## src/rtl/uart_tx.sv

```systemverilog
// uart_tx: UART transmit serializer fed by a TX FIFO with a synchronous
// (BRAM-style) read port.
//
// Each frame: pop one word from the FIFO, wait one cycle (FETCH) for the
// read data, then shift out a start bit, DATA_WIDTH data bits LSB first, an
// optional parity bit and STOP_BITS stop bits. Every bit lasts CLKS_PER_BIT
// clocks.
//
// Ports:
//   clk_i        system clock, rising edge
//   rst_i        asynchronous active-high reset
//   tx_en_i      1 = start new frames; 0 = finish current frame, then idle
//   fifo_empty_i FIFO empty flag (looked at only while idle)
//   fifo_data_i  FIFO read data, valid the cycle after fifo_pop_o
//   fifo_pop_o   one-cycle pop strobe (combinational)
//   tx_o         registered serial line, idle high
//   busy_o       registered; high from the cycle after the pop until the
//                last stop bit ends
//
// FIFO handshake: fifo_pop_o is a request that the FIFO always honours
// because it is only raised while fifo_empty_i is low. The popped word is
// expected on fifo_data_i in the following cycle and is captured there.
module uart_tx #(
  parameter int CLKS_PER_BIT = 868,
  parameter int DATA_WIDTH   = 8,
  parameter int PARITY_EN    = 0,
  parameter int PARITY_ODD   = 0,
  parameter int STOP_BITS    = 1
) (
  input  logic                  clk_i,
  input  logic                  rst_i,
  input  logic                  tx_en_i,
  input  logic                  fifo_empty_i,
  input  logic [DATA_WIDTH-1:0] fifo_data_i,
  output logic                  fifo_pop_o,
  output logic                  tx_o,
  output logic                  busy_o
);

  localparam int BAUD_W = $clog2(CLKS_PER_BIT);
  localparam int BIT_W  = $clog2(DATA_WIDTH);

  localparam logic [BAUD_W-1:0] BAUD_LAST = BAUD_W'(CLKS_PER_BIT - 1);
  localparam logic [BIT_W-1:0]  DATA_LAST = BIT_W'(DATA_WIDTH - 1);
  localparam logic [BIT_W-1:0]  STOP_LAST = BIT_W'(STOP_BITS - 1);

  typedef enum logic [2:0] {
    S_IDLE,
    S_FETCH,
    S_START,
    S_DATA,
    S_PARITY,
    S_STOP
  } state_t;

  state_t                state, state_nx;
  logic [BAUD_W-1:0]     baud_cnt, baud_nx;
  logic [BIT_W-1:0]      bit_cnt, bit_nx;
  logic [DATA_WIDTH-1:0] shift_reg, shift_nx;
  logic                  parity_bit, parity_nx;
  logic                  tx_nx, busy_nx;
  logic                  bit_done;

  assign bit_done = (baud_cnt == BAUD_LAST);

  // Gated by reset so no pop can leak out while the block is held in reset.
  assign fifo_pop_o = (state == S_IDLE) & tx_en_i & ~fifo_empty_i & ~rst_i;

  always_comb begin
    state_nx  = state;
    baud_nx   = baud_cnt;
    bit_nx    = bit_cnt;
    shift_nx  = shift_reg;
    parity_nx = parity_bit;

    case (state)
      S_IDLE: begin
        baud_nx = '0;
        bit_nx  = '0;
        if (fifo_pop_o) state_nx = S_FETCH;
      end
      S_FETCH: begin
        shift_nx  = fifo_data_i;
        parity_nx = (^fifo_data_i) ^ (PARITY_ODD != 0);
        baud_nx   = '0;
        state_nx  = S_START;
      end
      S_START: begin
        baud_nx = bit_done ? '0 : baud_cnt + 1'b1;
        if (bit_done) begin
          bit_nx   = '0;
          state_nx = S_DATA;
        end
      end
      S_DATA: begin
        baud_nx = bit_done ? '0 : baud_cnt + 1'b1;
        if (bit_done) begin
          shift_nx = shift_reg >> 1;
          if (bit_cnt == DATA_LAST) begin
            bit_nx   = '0;
            state_nx = (PARITY_EN != 0) ? S_PARITY : S_STOP;
          end else begin
            bit_nx = bit_cnt + 1'b1;
          end
        end
      end
      S_PARITY: begin
        baud_nx = bit_done ? '0 : baud_cnt + 1'b1;
        if (bit_done) begin
          bit_nx   = '0;
          state_nx = S_STOP;
        end
      end
      S_STOP: begin
        baud_nx = bit_done ? '0 : baud_cnt + 1'b1;
        // bit_cnt is reused to count stop bits.
        if (bit_done) begin
          if (bit_cnt == STOP_LAST) begin
            bit_nx   = '0;
            state_nx = S_IDLE;
          end else begin
            bit_nx = bit_cnt + 1'b1;
          end
        end
      end
      default: state_nx = S_IDLE;
    endcase

    // Line level and busy are derived from the next state so that the
    // registered outputs line up with the state they belong to.
    tx_nx = 1'b1;
    case (state_nx)
      S_START:  tx_nx = 1'b0;
      S_DATA:   tx_nx = shift_nx[0];
      S_PARITY: tx_nx = parity_nx;
      default:  tx_nx = 1'b1;
    endcase
    busy_nx = (state_nx != S_IDLE);
  end

  always_ff @(posedge clk_i or posedge rst_i) begin
    if (rst_i) begin
      state      <= S_IDLE;
      baud_cnt   <= '0;
      bit_cnt    <= '0;
      shift_reg  <= '0;
      parity_bit <= 1'b0;
      tx_o       <= 1'b1;
      busy_o     <= 1'b0;
    end else begin
      state      <= state_nx;
      baud_cnt   <= baud_nx;
      bit_cnt    <= bit_nx;
      shift_reg  <= shift_nx;
      parity_bit <= parity_nx;
      tx_o       <= tx_nx;
      busy_o     <= busy_nx;
    end
  end

endmodule

```

## config.mk

```make
export PLATFORM = sky130hd
export DESIGN_NAME = uart_tx
export DESIGN_NICKNAME = d
export VERILOG_FILES = /design/src/rtl/uart_tx.sv
export SDC_FILE = /design/constraint.sdc
export NUM_CORES = 1
export LEC_CHECK = 0
export CAP_MARGIN = 20
export CORE_MARGIN = 4
export CORE_UTILIZATION = 45
export DETAILED_ROUTE_END_ITERATION = 16
export PLACE_DENSITY_LB_ADDON = 0.3
export RECOVER_POWER = 50
export SYNTH_ARGS = -nofsm -noshare
export SYNTH_HDL_FRONTEND = slang
export SYNTH_SLANG_ARGS = --single-unit
```

## constraint.sdc

```tcl
create_clock -name clk_i -period 2.35 [get_ports clk_i]
set_input_delay 0.47 -clock clk_i [delete_from_list [all_inputs] [get_ports clk_i]]
set_output_delay 0.47 -clock clk_i [all_outputs]
set_load 0.005 [all_outputs]
```

* After elaboration in Yosys (flattened, before gate mapping)
Index checks and enable logic that the tools add are counted.
Word-level totals: flip-flop bits (word level) 27, bits in latches 0, memory bits (writable) 0, bits in read-only memories 0, input bits 12, output and inout port bits 3, word-level logic and storage cells 60, memories 0
Operators by class: add/sub/neg operators 2, multiply operators 0, divide/modulo/power cells 0, order comparisons 0, eq/ne operators 13, shifts and indexed selects 0, multiplexer cells 20, bitwise operators 5, reductions and logical operators 12
Operators by type and width (number):
- 3-bit 2-to-1 mux | 12
- 10-bit one-hot mux with 2 select lines | 1
- 3-bit one-hot mux with 6 select lines | 1
- 8-bit one-hot mux with 2 select lines | 1
- 3-bit by 2-bit == test with 1-bit output (second input constant) | 4
- 3-bit == test (second input constant) | 4
- 3-bit one-hot mux with 4 select lines | 1
- 10-bit by 1-bit adder with 10-bit output (second input constant) | 1
- 10-bit == test (second input constant) | 1
- 10-bit 2-to-1 mux | 1
- 8-bit 2-to-1 mux | 1
- 8-bit XOR reduction | 1
- 3-bit zero test | 2
- 2-bit != test (second input constant) | 2
- 4-bit AND reduction | 1
- 2-bit nonzero test | 2
- 4-bit nonzero test | 1
- 2-bit OR reduction | 2
- 4-bit OR reduction | 1
- 3-bit by 1-bit adder with 3-bit output (second input constant) | 1
- 1-bit bitwise AND | 3
- 3-bit by 1-bit == test with 1-bit output (second input constant) | 1
- 1-bit one-hot mux with 3 select lines | 1
- 3-bit nonzero test | 1
- other kinds (4) | 5

* Depth between registers and ports, before layout
Gate-level depths: netlist (run 1).
depth in word-level cells 8, gate-level depth with buffers 7, gate-level depth less buffers 7

* Worst setup path after synthesis (run 1)
OpenSTA, ideal clock, no wires.
path kind register -> register, start register baud_cnt[0], end register bit_cnt[2], library setup time 128 ps, arrival time 1763 ps, required time 2222 ps, slack 459 ps, cell stages (with the launch flop) 7, path buffers 0, period minus slack after synthesis 1891 ps, cell sequence dfrtp_1 ha_1 and4b_4 nand3_2 maj3_1 nor2_1 mux2_1
Between the ends: cells in the longest elaborated chain, start to end 3, elaborated cells on any way between the ends 5, those cells by class eq/ne (4); reduce/logical (1)
Ends and longest elaborated chain:
- from (decl) | RTL line 57 | logic [BAUD_W-1:0] baud_cnt, baud_nx;
- from (signal assigned) | RTL line 152 | baud_cnt <= baud_nx;
- 10-bit == test * | RTL line 64 | assign bit_done = (baud_cnt == BAUD_LAST);
- 2-bit != test (no line) or 2-bit by 1-bit != test with 1-bit output (tied branches)
- 4-bit AND reduction (no line) *
- to (signal assigned) | RTL line 153 | bit_cnt <= bit_nx;
- to (decl) | RTL line 58 | logic [BIT_W-1:0] bit_cnt, bit_nx;
Mark *: on every way between the ends. The rest lies on a longest branch, timed or not. A chain may end at the register's enable or synchronous reset.

* Worst setup path after layout (run 1)
start input fifo_empty_i, end output fifo_pop_o
Between the ends: cells in the longest elaborated chain, start to end 3
Ends and longest elaborated chain:
- from (decl) | RTL line 33 | input logic fifo_empty_i,
- 1-bit NOT | RTL line 67 | assign fifo_pop_o = (state == S_IDLE) & tx_en_i & ~fifo_empty_i & ~rst_i;
- 1-bit bitwise AND (2 in a row) | RTL line 67
- to (decl) | RTL line 35 | output logic fifo_pop_o,
No other way between the ends.

==> impl_metrics.csv, run 1 <==
group,metric,value,unit
power,power_density,429.4,nW/µm²
clocking,cts.clk_slew.worst_paths,140,ps
critical_path,cp_max_fo,2,
route,first_pass_iters,4,
synthesis,avgSynthCellArea,9.695,µm²
worst_hold_path,hp-class,"reg -> reg",
finish,drive_gt1_frac,0.09659,
synthesis,synth_top_area_frac,0.4221,
critical_path,rrSetupSlack,240,ps
critical_path,cp.arrival,1780,ps
placement,portBuffers,14,
clocking,cts_tree,"yes",
clocking,clk_path_buf_depth,2,
synthesis,yosys_warnings,0,
die,pin_count,15,
synthesis,yosysUniqueCellTypes,45,
synthesis,ys_seq_area_frac,0.4391,
sta,drv_slew,0,
critical_path,slowest_delay,520,ps
clocking,insertion_delay,330,ps
clocking,htree_levels,1,
finish,antenna_cells,0,
outcome,status,"completed",
synthesis,syn-instance-count,159,
global_route,grt_overflow_total,0,
sta,setup_viol,0,
finish,largest_register_ffs,10,
route,wl_per_cell,14.01,µm
global_route,grt_pass1_vias,1221,
route,ant_nets,0,
sta,fin_crit_sh,0.9591,
sta,clock_skew,11.87,ps
critical_path,crit_path_start_kind,"primary input",
synthesis,ys_ff_latch,27,
power,peakVddDrop,313.3,µV
synthesis,netlist_area,1541,µm²
global_route,antenna_found_initial,0,
sta,tightest_slew,1447,ps
synthesis,synthTopCellsByArea,"dfrtp_1, xnor2_1, ha_1",
clocking,cts_setup_buffers,0,
global_route,track_usage,0.1651,
finish,postLayoutCoreUtil,0.5579,
critical_path,cp-end-kind,"output pin",
placement,place_congestion,0.7797,
sta,fmax,443.7,MHz
route,routed_wl,3082,µm
route,vias,1209,
sta,hold_viol_final,0,
power,power.total,0.0007555,W
finish,mostFrequentLayoutCell,"dfrtp_1",
critical_path,path_buf_inv,2,
critical_path,critPathKind,"in -> out",
die,die_w,66.53,µm
clocking,clock-sinks,27,
synthesis,yosys.area.top_type,"dfrtp_1",
die,start_util,0.4889,
finish,final_cell_mix,"dfrtp_1, nor2_1, clkdlybuf4s50_1, nand2_1, inv_1",
finish,final_nets,194,
clocking,cts_root_buf,"clkbuf_4",
global_route,grt_pass1_wl,5671,µm
synthesis,synthFlopType,"dfrtp_1",
global_route,grt_max_degree,28,
die,die_y,66.53,µm
placement,dpl.hpwl,2360,µm
sta,finalCriticalPeriod,2254,ps
route,drtIter0Drc,54,
synthesis,synth-async-reset-ratio,1.000,
power,p_leak,0.7417,nW
synthesis,syn-num-nets,176,
critical_path,cp_slowest_cell,"or4b_1",
finish,area_growth_syn_to_layout,14.12,%
run,cap_violations,0,
die,fp.dieArea,4426,µm²
clocking,cts_buffers,3,
sta,max_slew_margin,0.03563,
die,num_rows,20,
die,core-area,3153,µm²
route,drc,0,
sta,rsz0062_at_grt,"false",
critical_path,path_cells,"clkdlybuf4s50_1 -> or4b_1 -> nor3_2 -> clkbuf_2",
route,viasPerCell,5.495,
synthesis,synth_edf_count,0,
critical_path,cp_top_family,"simple AND/OR/NAND/NOR gates",
critical_path,critPathRequiredTime,1880,ps
-- report_power, final --
part | total [W] | leakage [nW] | internal, W | switching, W
registers | 0.000483 | 0.335 | 0.000478 | 0.00000518
clock network | 0.000203 | 0.0177 | 0.0000638 | 0.000140
logic | 0.0000692 | 0.389 | 0.0000353 | 0.0000339
total | 0.000755 | 0.742 | 0.000577 | 0.000179
-- path summary, 6_finish.rpt --
check,depth (start not counted),startpoint,endpoint
worst max-delay path,4,fifo_empty_i,fifo_pop_o
worst min-delay path,2,parity_bit,parity_bit
worst max register to register,6,baud_cnt[0],bit_cnt[2]
worst min register to register,2,parity_bit,parity_bit
max in group asynchronous,3,rst_i,bit_cnt[2]
min in group asynchronous,3,rst_i,shift_reg[4]
-- cells by family (layout without fill, tap and decap cells) --
| kind of cell | after synthesis | after routing | share of synthesized area |
|---|---|---|---|
| AND/OR/NAND/NOR | 59 | 59 | 0.2208 |
| AO/OA/AOI/OAI | 35 | 35 | 0.1542 |
| flip-flops | 27 | 27 | 0.4391 |
| buffers and inverters | 17 | 34 | 0.05194 |
| XOR/XNOR | 14 | 14 | 0.07955 |
| adder cells (fa/ha/maj) | 6 | 6 | 0.04708 |
| multiplexers | 1 | 1 | 0.007305 |
-- routing by layer --
layer	vias to the layer above	wire length [µm]	GRT usage	share of wire
met4	0	0	0.04569	0
met3	0	74	0.02192	0.024
met5	-	0	0	0
met2	19	1596	0.2887	0.52
met1	595	1411	0.2122	0.46
li1	595	-	-	-
-- final cells by class --
cell class,count,area [µm²]
clock buffers,3,22.52
well taps,44,55.05
clock inverters,1,5.005
inverters,11,41.29
repair buffers,19,168.9
flip-flops and latches,27,676.9
fillers,302,1394
multi-input cells,115,789.5
-- metrics by stage --
stage	setup TNS (ps)	worst slack [ps]	hold slack, ps	area [µm²]	instances
finish	0	96.07	514.8	1759	220
global route	0	25.10	557.2	1759	220
CTS	0	44.28	518.8	1767	220
detailed placement	-307.6	-307.6	494.9	1735	216
global placement	-203.5	-203.5	465.1	1735	216
floorplan	0	459.4	443.6	1541	159
-- repair_timing --
item,in CTS,in global routing
setup endpoints to repair,1,1
pin swaps,0,1
hold buffers,0,0
resized for setup,2,2
-- cell usage after synthesis (all sizes together), types with 2 or more instances --
cell type  number
dfrtp          26
nor2           14
o21ai          13
nand2          12
inv            11
xnor2           9
a22oi           6
nand3           6
a21oi           5
ha              5
xor2            5
buf             4
nand2b          4
and4            3
nor2b           3
nor3            3
o22ai           3
and3            2
and3b           2
clkbuf          2
nand4           2
or3             2
-- worst min-delay path, delay by kind of cell, from the launching register on --
| kind | cells | cell delay, ps |
|---|---|---|
| flip-flops | 1 | 350 |
| AO/OA/AOI/OAI | 1 | 80 |
| AND/OR/NAND/NOR | 1 | 60 |
Note: power is estimated with default switching activity, not from simulation.
==> inputs of run 2 (changes only) <==
- GPL_TIMING_DRIVEN: default -> 0
- SETUP_SLACK_MARGIN: default -> 0.2
- clock period: 2.35 -> 2.9 ns (I/O delays scaled with it)
==> run 2 against run 1 <==
Effect of this change: worst hold slack lost 7.3 ps; die area is the same; critical endpoint unchanged; sequential share of layout area shrank 0.27 points; design area rose by 0.71%; cell count increased by 0.91%; wire length is 4.5% lower; register-to-register slack better by 580 ps; sequential power down 19%; via count down 0.91%; global-route usage down 1.5 points; clock power decreased by 21%; critical path type unchanged; largest cell class unchanged; flip-flop and latch count did not move.
==> impl_metrics.csv, run 2 (same netlist as run 1, synthesis figures left out) <==
group,metric,value,unit
power,p_clk_frac,0.266,
power,switching_share,0.2313,
clocking,cts_setup_buffers,0,
critical_path,reg2regPathDepth,6,
sta,fmax,379.9,MHz
die,num_rows,20,
die,die_y,66.53,µm
sta,clock_skew,3.544,ps
sta,hold_viol_final,0,
global_route,antenna_found_initial,0,
finish,final_cell_mix,"dfrtp_1, nor2_1, nand2_1, inv_1, clkdlybuf4s50_1",
route,drtIter0Drc,29,
placement,dp_cells,217,
sta,tightest_slew,986.1,ps
critical_path,rrSetupSlack,820,ps
finish,largest_register_ffs,10,
route,routed_wl,2942,µm
finish,mostFrequentLayoutCell,"dfrtp_1",
critical_path,cp-end-kind,"output pin",
critical_path,critPathRequiredTime,2320,ps
finish,final_nets,196,
die,start_util,0.4889,
critical_path,rr_startpoint,"baud_cnt[0]",
placement,dpl.hpwl,2180,µm
finish,area_growth_syn_to_layout,14.94,%
critical_path,cp.arrival,2050,ps
global_route,grt_pass1_wl,5202,µm
global_route,grt_max_degree,28,
placement,portBuffers,14,
worst_hold_path,hp-class,"reg -> reg",
power,p_comb_frac,0.091,
critical_path,slowest_delay,560,ps
power,power_density,342.7,nW/µm²
clocking,htree_levels,1,
die,pin_count,15,
clocking,clock-sinks,27,
critical_path,critPathKind,"in -> out",
finish,drive_gt1_frac,0.08427,
sta,setup_viol,0,
finish,antenna_cells,0,
power,intPower,0.0004668,W
global_route,grt_pass1_vias,1195,
critical_path,startpoint,"rst_i",
sta,drv_slew,0,
critical_path,crit_path_start_kind,"primary input",
power,peakVddDrop,207.4,µV
global_route,track_usage,0.1499,
sta,max_slew_margin,0.3426,
sta,fin_crit_sh,0.9077,
route,viasPerCell,5.396,
critical_path,path_cells,"dlygate4sd3_1 -> or4b_1 -> nor3_2 -> dlygate4sd2_1",
run,cap_violations,0,
clocking,insertion_delay,320,ps
die,fp.dieArea,4426,µm²
critical_path,critPathCapture,"fifo_pop_o",
outcome,status,"completed",
sta,finalSetupTns,0,ps
power,p_leak,0.7455,nW
route,vias,1198,
die,core-area,3153,µm²
critical_path,cp_max_fo,2,
placement,place_congestion,0.7926,
power,power_switching,0.0001405,W
route,wl_per_cell,13.25,µm
route,first_pass_iters,4,
clocking,cts_root_buf,"clkbuf_4",
global_route,grt_overflow_total,0,
critical_path,timing.rr.end,"bit_cnt[2]",
clocking,cts.clk_slew.worst_paths,150,ps
die,die_w,66.53,µm
finish,final_cell_count_no_fill,222,
sta,rsz0062_at_grt,"false",
route,ant_nets,0,
route,drc,0,
clocking,clk_path_buf_depth,2,
clocking,cts_buffers,3,
power,power_frac_seq,0.644,
sta,finalCriticalPeriod,2632,ps
critical_path,cp_slowest_cell,"dlygate4sd3_1",
clocking,cts_tree,"yes",
==> run 2: how the worst min path moves through the flow <==
| stage | from | endpoint | slack [ps] | depth (start not counted) |
|---|---|---|---|---|
| 3_5_place_dp | parity_bit | parity_bit | 480 | 2 |
| 3_3_place_gp | parity_bit | parity_bit | 470 | 2 |
| 4_1_cts | parity_bit | parity_bit | 510 | 2 |
| 2_1_floorplan | parity_bit | parity_bit | 440 | 2 |
| 6_report | parity_bit | parity_bit | 510 | 2 |
| 5_1_grt | parity_bit | parity_bit | 550 | 2 |
==> run 2: metrics by stage <==
stage	util	setup slack (ps)	power, W	hold slack (ps)	instance area (µm²)
final	0.5619	267.5	0.0006072	507.5	1772
after global routing	0.5619	222.4	0.0006350	549.2	1772
after CTS	0.5607	422.2	0.0006140	514.4	1768
after detailed placement	0.5508	92.48	0.0004537	482.0	1737
after global placement	0.5508	118.8	0.0004521	465.8	1737
after floorplan	-	1009	0.0004287	443.6	1541
==> run 2: layer usage <==
layer / global-route usage / routed length (µm) / share of wire / vias up
met5: 0 / 0 / 0 / -
met4: 0.04061 / 21 / 0.0071 / 0
met3: 0.02698 / 108 / 0.037 / 2
met2: 0.2528 / 1395 / 0.47 / 26
met1: 0.1966 / 1416 / 0.48 / 572
li1: - / - / - / 598
==> run 2: what timing repair did <==
| action | 4_1_cts | 5_1_grt |
|---|---|---|
| gates resized for setup | 2 | 0 |
| endpoints found under the setup margin | 1 | 0 |
| hold buffers | 0 | 0 |
==> run 2: critical path, delay by kind of cell <==
| family | cells | cell delay, ps |
|---|---|---|
| buffers and inverters | 2 | 820 |
| AND/OR/NAND/NOR | 2 | 660 |
==> run 2: power by group through the flow <==
stage | registers [W] | clock network, W | logic [W]
floorplan | 0.000397 | 0 | 0.0000317
global placement | 0.000398 | 0 | 0.0000543
detailed placement | 0.000398 | 0 | 0.0000556
CTS | 0.000391 | 0.000167 | 0.0000558
global route | 0.000392 | 0.000182 | 0.0000609
finish | 0.000391 | 0.000161 | 0.0000551
==> run 2: cell type report <==
type,instances,area [µm²]
timing repair buffer,15,142.6
clock buffer,3,22.52
inverter,11,41.29
sequential,27,676.9
clock inverter,1,5.005
multi-input combinational,115,789.5
buffer,6,38.79
fill,303,1381
tap,44,55.05
==> inputs of run 3 (changes only) <==
- clock period: 2.9 -> 2.8 ns (I/O delays scaled with it)
==> results of run 3 <==
Same layout as run 2 (identical final DEF). Status: completed.
Among the figures that moved: setup slack after placement 92.48 ps -> 32.48 ps; setup slack after layout 267.5 ps -> 207.5 ps; register-to-register setup slack 820 ps -> 720 ps; total power 0.0006072 W -> 0.0006289 W; worst IR drop on VDD 207.4 µV -> 214.8 µV
==> RTL edit 1 (flow settings as in run 1) <==
`CLKS_PER_BIT`: 868 -> 1736.
--- a/src/rtl/uart_tx.sv
+++ b/src/rtl/uart_tx.sv
@@ -21,7 +21,7 @@
 // because it is only raised while fifo_empty_i is low. The popped word is
 // expected on fifo_data_i in the following cycle and is captured there.
 module uart_tx #(
-  parameter int CLKS_PER_BIT = 868,
+  parameter int CLKS_PER_BIT = 1736,
   parameter int DATA_WIDTH   = 8,
   parameter int PARITY_EN    = 0,
   parameter int PARITY_ODD   = 0,
Function: no difference found for any inputs over 10 cycles, from zero or initial values and one cycle with rst_i high; that may be too few to reach the edited logic, so the function may still have changed.
==> RTL edit 1 against run 1 <==
Sequential cell count increased by 1; fmax increased by 3.3%; total power increased by 17%; cell count increased by 8.2%; combinational power decreased by 4.6%; routed wire length increased by 1.1%; first-iteration DRC count increased by 33%; synthesized area increased by 3.6%; final area increased by 6.9%; die area increased by 3.2%; worst setup slack improved by 0.073 ns; critical path type is now flip-flop to flip-flop.
==> RTL edit 1: results (changes against run 1) <==
kind of cell adding the most delay to the critical path=adder cells (was simple AND/OR/NAND/NOR gates); dpl hpwl=2410 µm (was 2360 µm); vias per std cell=5.45 (was 5.50); number of DRC markers in iteration 0=72 (was 54); post-route cell area=1880 µm² (was 1760 µm²); share of layout cells above drive strength 1=0.109 (was 0.0966); reg2reg start=baud_cnt[1]$_DFFE_PP0P_ (was baud_cnt[0]$_DFFE_PP0P_); pin count of the biggest net entering global routing=29 (was 28); Worst Skew=0.00218 ns (was 0.0119 ns); Leak=0.820 nW (was 0.742 nW); Avg WL per Cell=13.1 µm (was 14.0 µm); slowest CP cell=dfrtp_1 (was or4b_1); Mapped Cells=169 (was 159); met1 usage=0.197 (was 0.212); register area share after synthesis=0.440 (was 0.439); largest cells by area after synthesis=dfrtp_1, nand2_1, xnor2_1 (was dfrtp_1, xnor2_1, ha_1); Top Metal Used=met4 (was met3); Final nets=210 (was 194); DP Cell Count=234 (was 216); gr usage total=0.150 (was 0.165); M1 WL=1480 µm (was 1410 µm); Syn Nets=186 (was 176); max reg flops=11 (was 10); Peak supply drop=223 µV (was 313 µV); fillers=300 (was 302); outcome=finished, final reports clean (unchanged); Worst setup startpoint=baud_cnt[1]$_DFFE_PP0P_ (was fifo_empty_i); via count=1298 (was 1209); crit-path max cell delay=0.46 ns (was 0.52 ns); GR Util met3=0.0250 (was 0.0219); met3 wire length=71 µm (was 74 µm); Routability Congestion=0.834 (was 0.780); Worst EP arrival=2.41 ns (was 1.78 ns)
RTL edit 1: cell types whose count changed after synthesis, moves of 3 or more:
cell	before	now
nand2_1	12	24
nand4_1	2	5
and3_1	1	4
nor3_1	2	5
o21ai_1	5	0
and4_1	3	0
inv_1	11	6
RTL edit 1: cells by family (layout without fill, tap and decap cells):
family	after synthesis	count (layout)	share of synthesized area
AOI/OAI and AO/OA	33	33	0.142
xor gates and xnor gates	13	13	0.0713
adders and majority gates	6	6	0.0455
DFF	28	28	0.440
buffers and inverters	9	32	0.0259
and+or+nand+nor	79	79	0.269
muxes	1	1	0.00705
RTL edit 1: power breakdown:
| group | switching (mW) | total (mW) | internal [mW] |
|---|---|---|---|
| clock network | 0.142 | 0.315 | 0.172 |
| logic | 0.0311 | 0.0660 | 0.0348 |
| registers | 0.00520 | 0.500 | 0.495 |
| total | 0.178 | 0.881 | 0.702 |
RTL edit 1: area by class of cell:
cell class / instances / share of cell area
well taps: 46 / 0.0306
inverters: 6 / 0.0120
flip-flops and latches: 28 / 0.373
clock buffers: 3 / 0.0120
repair buffers: 22 / 0.0998
clock inverters: 1 / 0.0160
multi-input cells: 132 / 0.456
RTL edit 1: worst paths after layout:
check,slack [ns],end,depth (start not counted)
worst max-delay path,0.17,bit_cnt[2]$_DFFE_PP0P_,6
worst min-delay path,0.50,parity_bit$_DFF_PP0_,2
worst max register to register,0.17,bit_cnt[2]$_DFFE_PP0P_,6
worst min register to register,0.50,parity_bit$_DFF_PP0_,2
max in group asynchronous,0.54,shift_reg[2]$_DFFE_PP0P_,3
min in group asynchronous,0.96,baud_cnt[4]$_DFFE_PP0P_,3
RTL edit 1: what timing repair did:
action,4_1_cts,5_1_grt
resized for setup,2,2
endpoints found under the setup margin,1,1
pin swaps,0,1
==> RTL edit 2 (flow settings as in run 1) <==
Made on the original files. Make the reset (`rst_i`) synchronous in one clocked block. Comments in the files are not updated.
--- a/src/rtl/uart_tx.sv
+++ b/src/rtl/uart_tx.sv
@@ -138,7 +138,7 @@
     busy_nx = (state_nx != S_IDLE);
   end
 
-  always_ff @(posedge clk_i or posedge rst_i) begin
+  always_ff @(posedge clk_i) begin
     if (rst_i) begin
       state      <= S_IDLE;
       baud_cnt   <= '0;
Behaviour: differs if rst_i is asserted again (counterexample within 4 cycles, from zero or initial values and one cycle with rst_i high); with rst_i held inactive, the same outputs for 10 cycles.
==> RTL edit 2 against run 1 <==
Final area is 0.78% higher; critical path depth stayed put; sequential cell count stayed put; routed wire length is 7.1% higher; worst setup slack better by 0.036 ns; cell count is 15% higher; synthesized area is 0.65% higher; count of clock-buffer cells in the layout is 1 higher; total power is 2.4% lower; core utilization is 2.7 points lower; global-route usage is 0.086 points lower; critical endpoint unchanged; largest cell class unchanged; highest routed layer is now met4.
==> RTL edit 2: results (changes against run 1) <==
outcome=finished, final reports clean (unchanged); vias per std cell=5.75 (was 5.50); max reg flops=10 (unchanged); Total Routed Length=3300 µm (was 3080 µm); Root Driver=clkbuf_4 (unchanged); Syn Nets=210 (was 176); Ys Warns=0 (unchanged); Primary FF master, synth=dfxtp_1 (was dfrtp_1); mux contribution to synthesized area=0.0137 (was 0.00731); Worst Tran Pin Value=0.590 ns (was 1.45 ns); distinct cell type count after synthesis=46 (was 45); share of layout cells above drive strength 1=0.0721 (was 0.0966); vias in the first global route=1313 (was 1221); Synth Area in Compound Gates=0.256 (was 0.154); initial antenna violation count=0 (unchanged); Leak=0.654 nW (was 0.742 nW); Routability Congestion=0.869 (was 0.780); Num CTS Buffers=3 (unchanged); post-synthesis adder-cell area fraction=0.0323 (was 0.0471); dpl hpwl=2480 µm (was 2360 µm); Final nets=225 (was 194); Worst Path Max Fanout=3 (was 2); crit-path max cell delay=0.44 ns (was 0.52 ns); slowest CP cell=clkdlybuf4s50_1 (was or4b_1); Layout Utilization=0.531 (was 0.558); number of DRC markers in iteration 0=104 (was 54); DP Area=1760 µm² (was 1740 µm²); pre-CTS WS=-0.149 ns (was -0.308 ns); Post-synth top cells=nor2_1, dfxtp_1, a21oi_1, inv_1 (was dfrtp_1, nor2_1, nand2_1); Worst Skew=0.00649 ns (was 0.0119 ns); ant diodes=0 (unchanged); kind of cell adding the most delay to the critical path=buffers and inverters (was simple AND/OR/NAND/NOR gates); Async SR Flop Fraction=0 (was 1.00); htree depth=1 (unchanged); Switching Fraction=0.228 (was 0.236); CTS Buffer Depth=2 (unchanged); count leader, synth=nor2_1 (was dfrtp_1); Mapped Cells=194 (was 159); Area Overhead vs Synth=14.3% (was 14.1%); register area share after synthesis=0.348 (was 0.439); first-pass GRT wire length=5790 µm (was 5670 µm); crit end category=primary output (unchanged); pin count of the biggest net entering global routing=28 (unchanged); Avg WL per Cell=13.0 µm (was 14.0 µm); clk_lat worst skew=0.32 ns; hold crit path type=flip-flop to flip-flop (unchanged); Peak supply drop=222 µV (was 313 µV); Post-Synth XOR/XNOR Area=0.0452 (was 0.0795); postcts setup bufs=0 (unchanged); port bufs=14 (unchanged); largest cells by area after synthesis=dfxtp_1, nor2_1, a21oi_1 (was dfrtp_1, xnor2_1, ha_1); gr usage total=0.164 (was 0.165); total iterations of the first detailed-routing run=4 (unchanged); Worst EP arrival=1.75 ns (was 1.78 ns); Clock transition at path regs=0.14 ns (about the same)
-- RTL edit 2: cell count changes in the layout (fill, tap and decap cells not counted), sizes merged, moves of 8 or more --
cell / delta
nor2: +14
dfrtp: -26
dfxtp: +27
a21oi: +8
a31oi: +8
-- RTL edit 2: metal layers --
| layer | vias to the layer above | global-route usage | share of wire |
|---|---|---|---|
| met2 | 18 | 0.281 | 0.49 |
| met3 | 5 | 0.0219 | 0.022 |
| met1 | 707 | 0.211 | 0.48 |
| met4 | 0 | 0.0533 | 0.012 |
| li1 | 731 | - | - |
| met5 | - | 0 | 0 |
-- RTL edit 2: logic make-up (layout without fill, tap and decap cells) --
family                   after synthesis  count (layout)
AO/OA/AOI/OAI                         58              58
adder cells (fa/ha/maj)                4               4
AND/OR/NAND/NOR                       72              72
multiplexers                           2               2
buffers and inverters                 23              37
XOR/XNOR                               8               8
flip-flops                            27              27
-- RTL edit 2: timing repair --
| item | CTS | global route |
|---|---|---|
| hold buffers | 0 | 0 |
| resized for setup | 1 | 0 |
| setup endpoints to repair | 1 | 0 |
-- RTL edit 2: worst paths after layout --
| path | start | endpoint | slack (ns) | cells past startpoint |
|---|---|---|---|---|
| max | rst_i | fifo_pop_o | 0.13 | 4 |
| min | baud_cnt[9]$_SDFFE_PP0P_ | baud_cnt[9]$_SDFFE_PP0P_ | 0.50 | 1 |
| max reg2reg | baud_cnt[0]$_SDFFE_PP0P_ | tx_o$_SDFF_PP1_ | 0.17 | 6 |
| min reg2reg | baud_cnt[9]$_SDFFE_PP0P_ | baud_cnt[9]$_SDFFE_PP0P_ | 0.50 | 1 |
-- RTL edit 2: power groups by stage --
stage / Clock [mW] / Combinational (mW) / Sequential, mW
after floorplan: 0 / 0.0464 / 0.471
after global placement: 0 / 0.0765 / 0.471
after detailed placement: 0 / 0.0777 / 0.472
after CTS: 0.205 / 0.0776 / 0.462
after global routing: 0.221 / 0.0845 / 0.462
final: 0.199 / 0.0770 / 0.462
-- RTL edit 2: layout make-up --
class,instances,area (µm²)
multi-input cells,144,916
flip-flops and latches,27,541
well taps,46,57.6
clock buffers,4,26.3
inverters,12,45.0
repair buffers,21,188
fillers,335,1560
-- RTL edit 2: worst reg2reg max path, cell delays in order (launching register included) --
cell,delay (ns)
dfxtp_1,0.42
ha_1,0.22
nand4b_1,0.25
or3_1,0.55
a311o_1,0.43
a31oi_1,0.14
a31oi_1,0.06
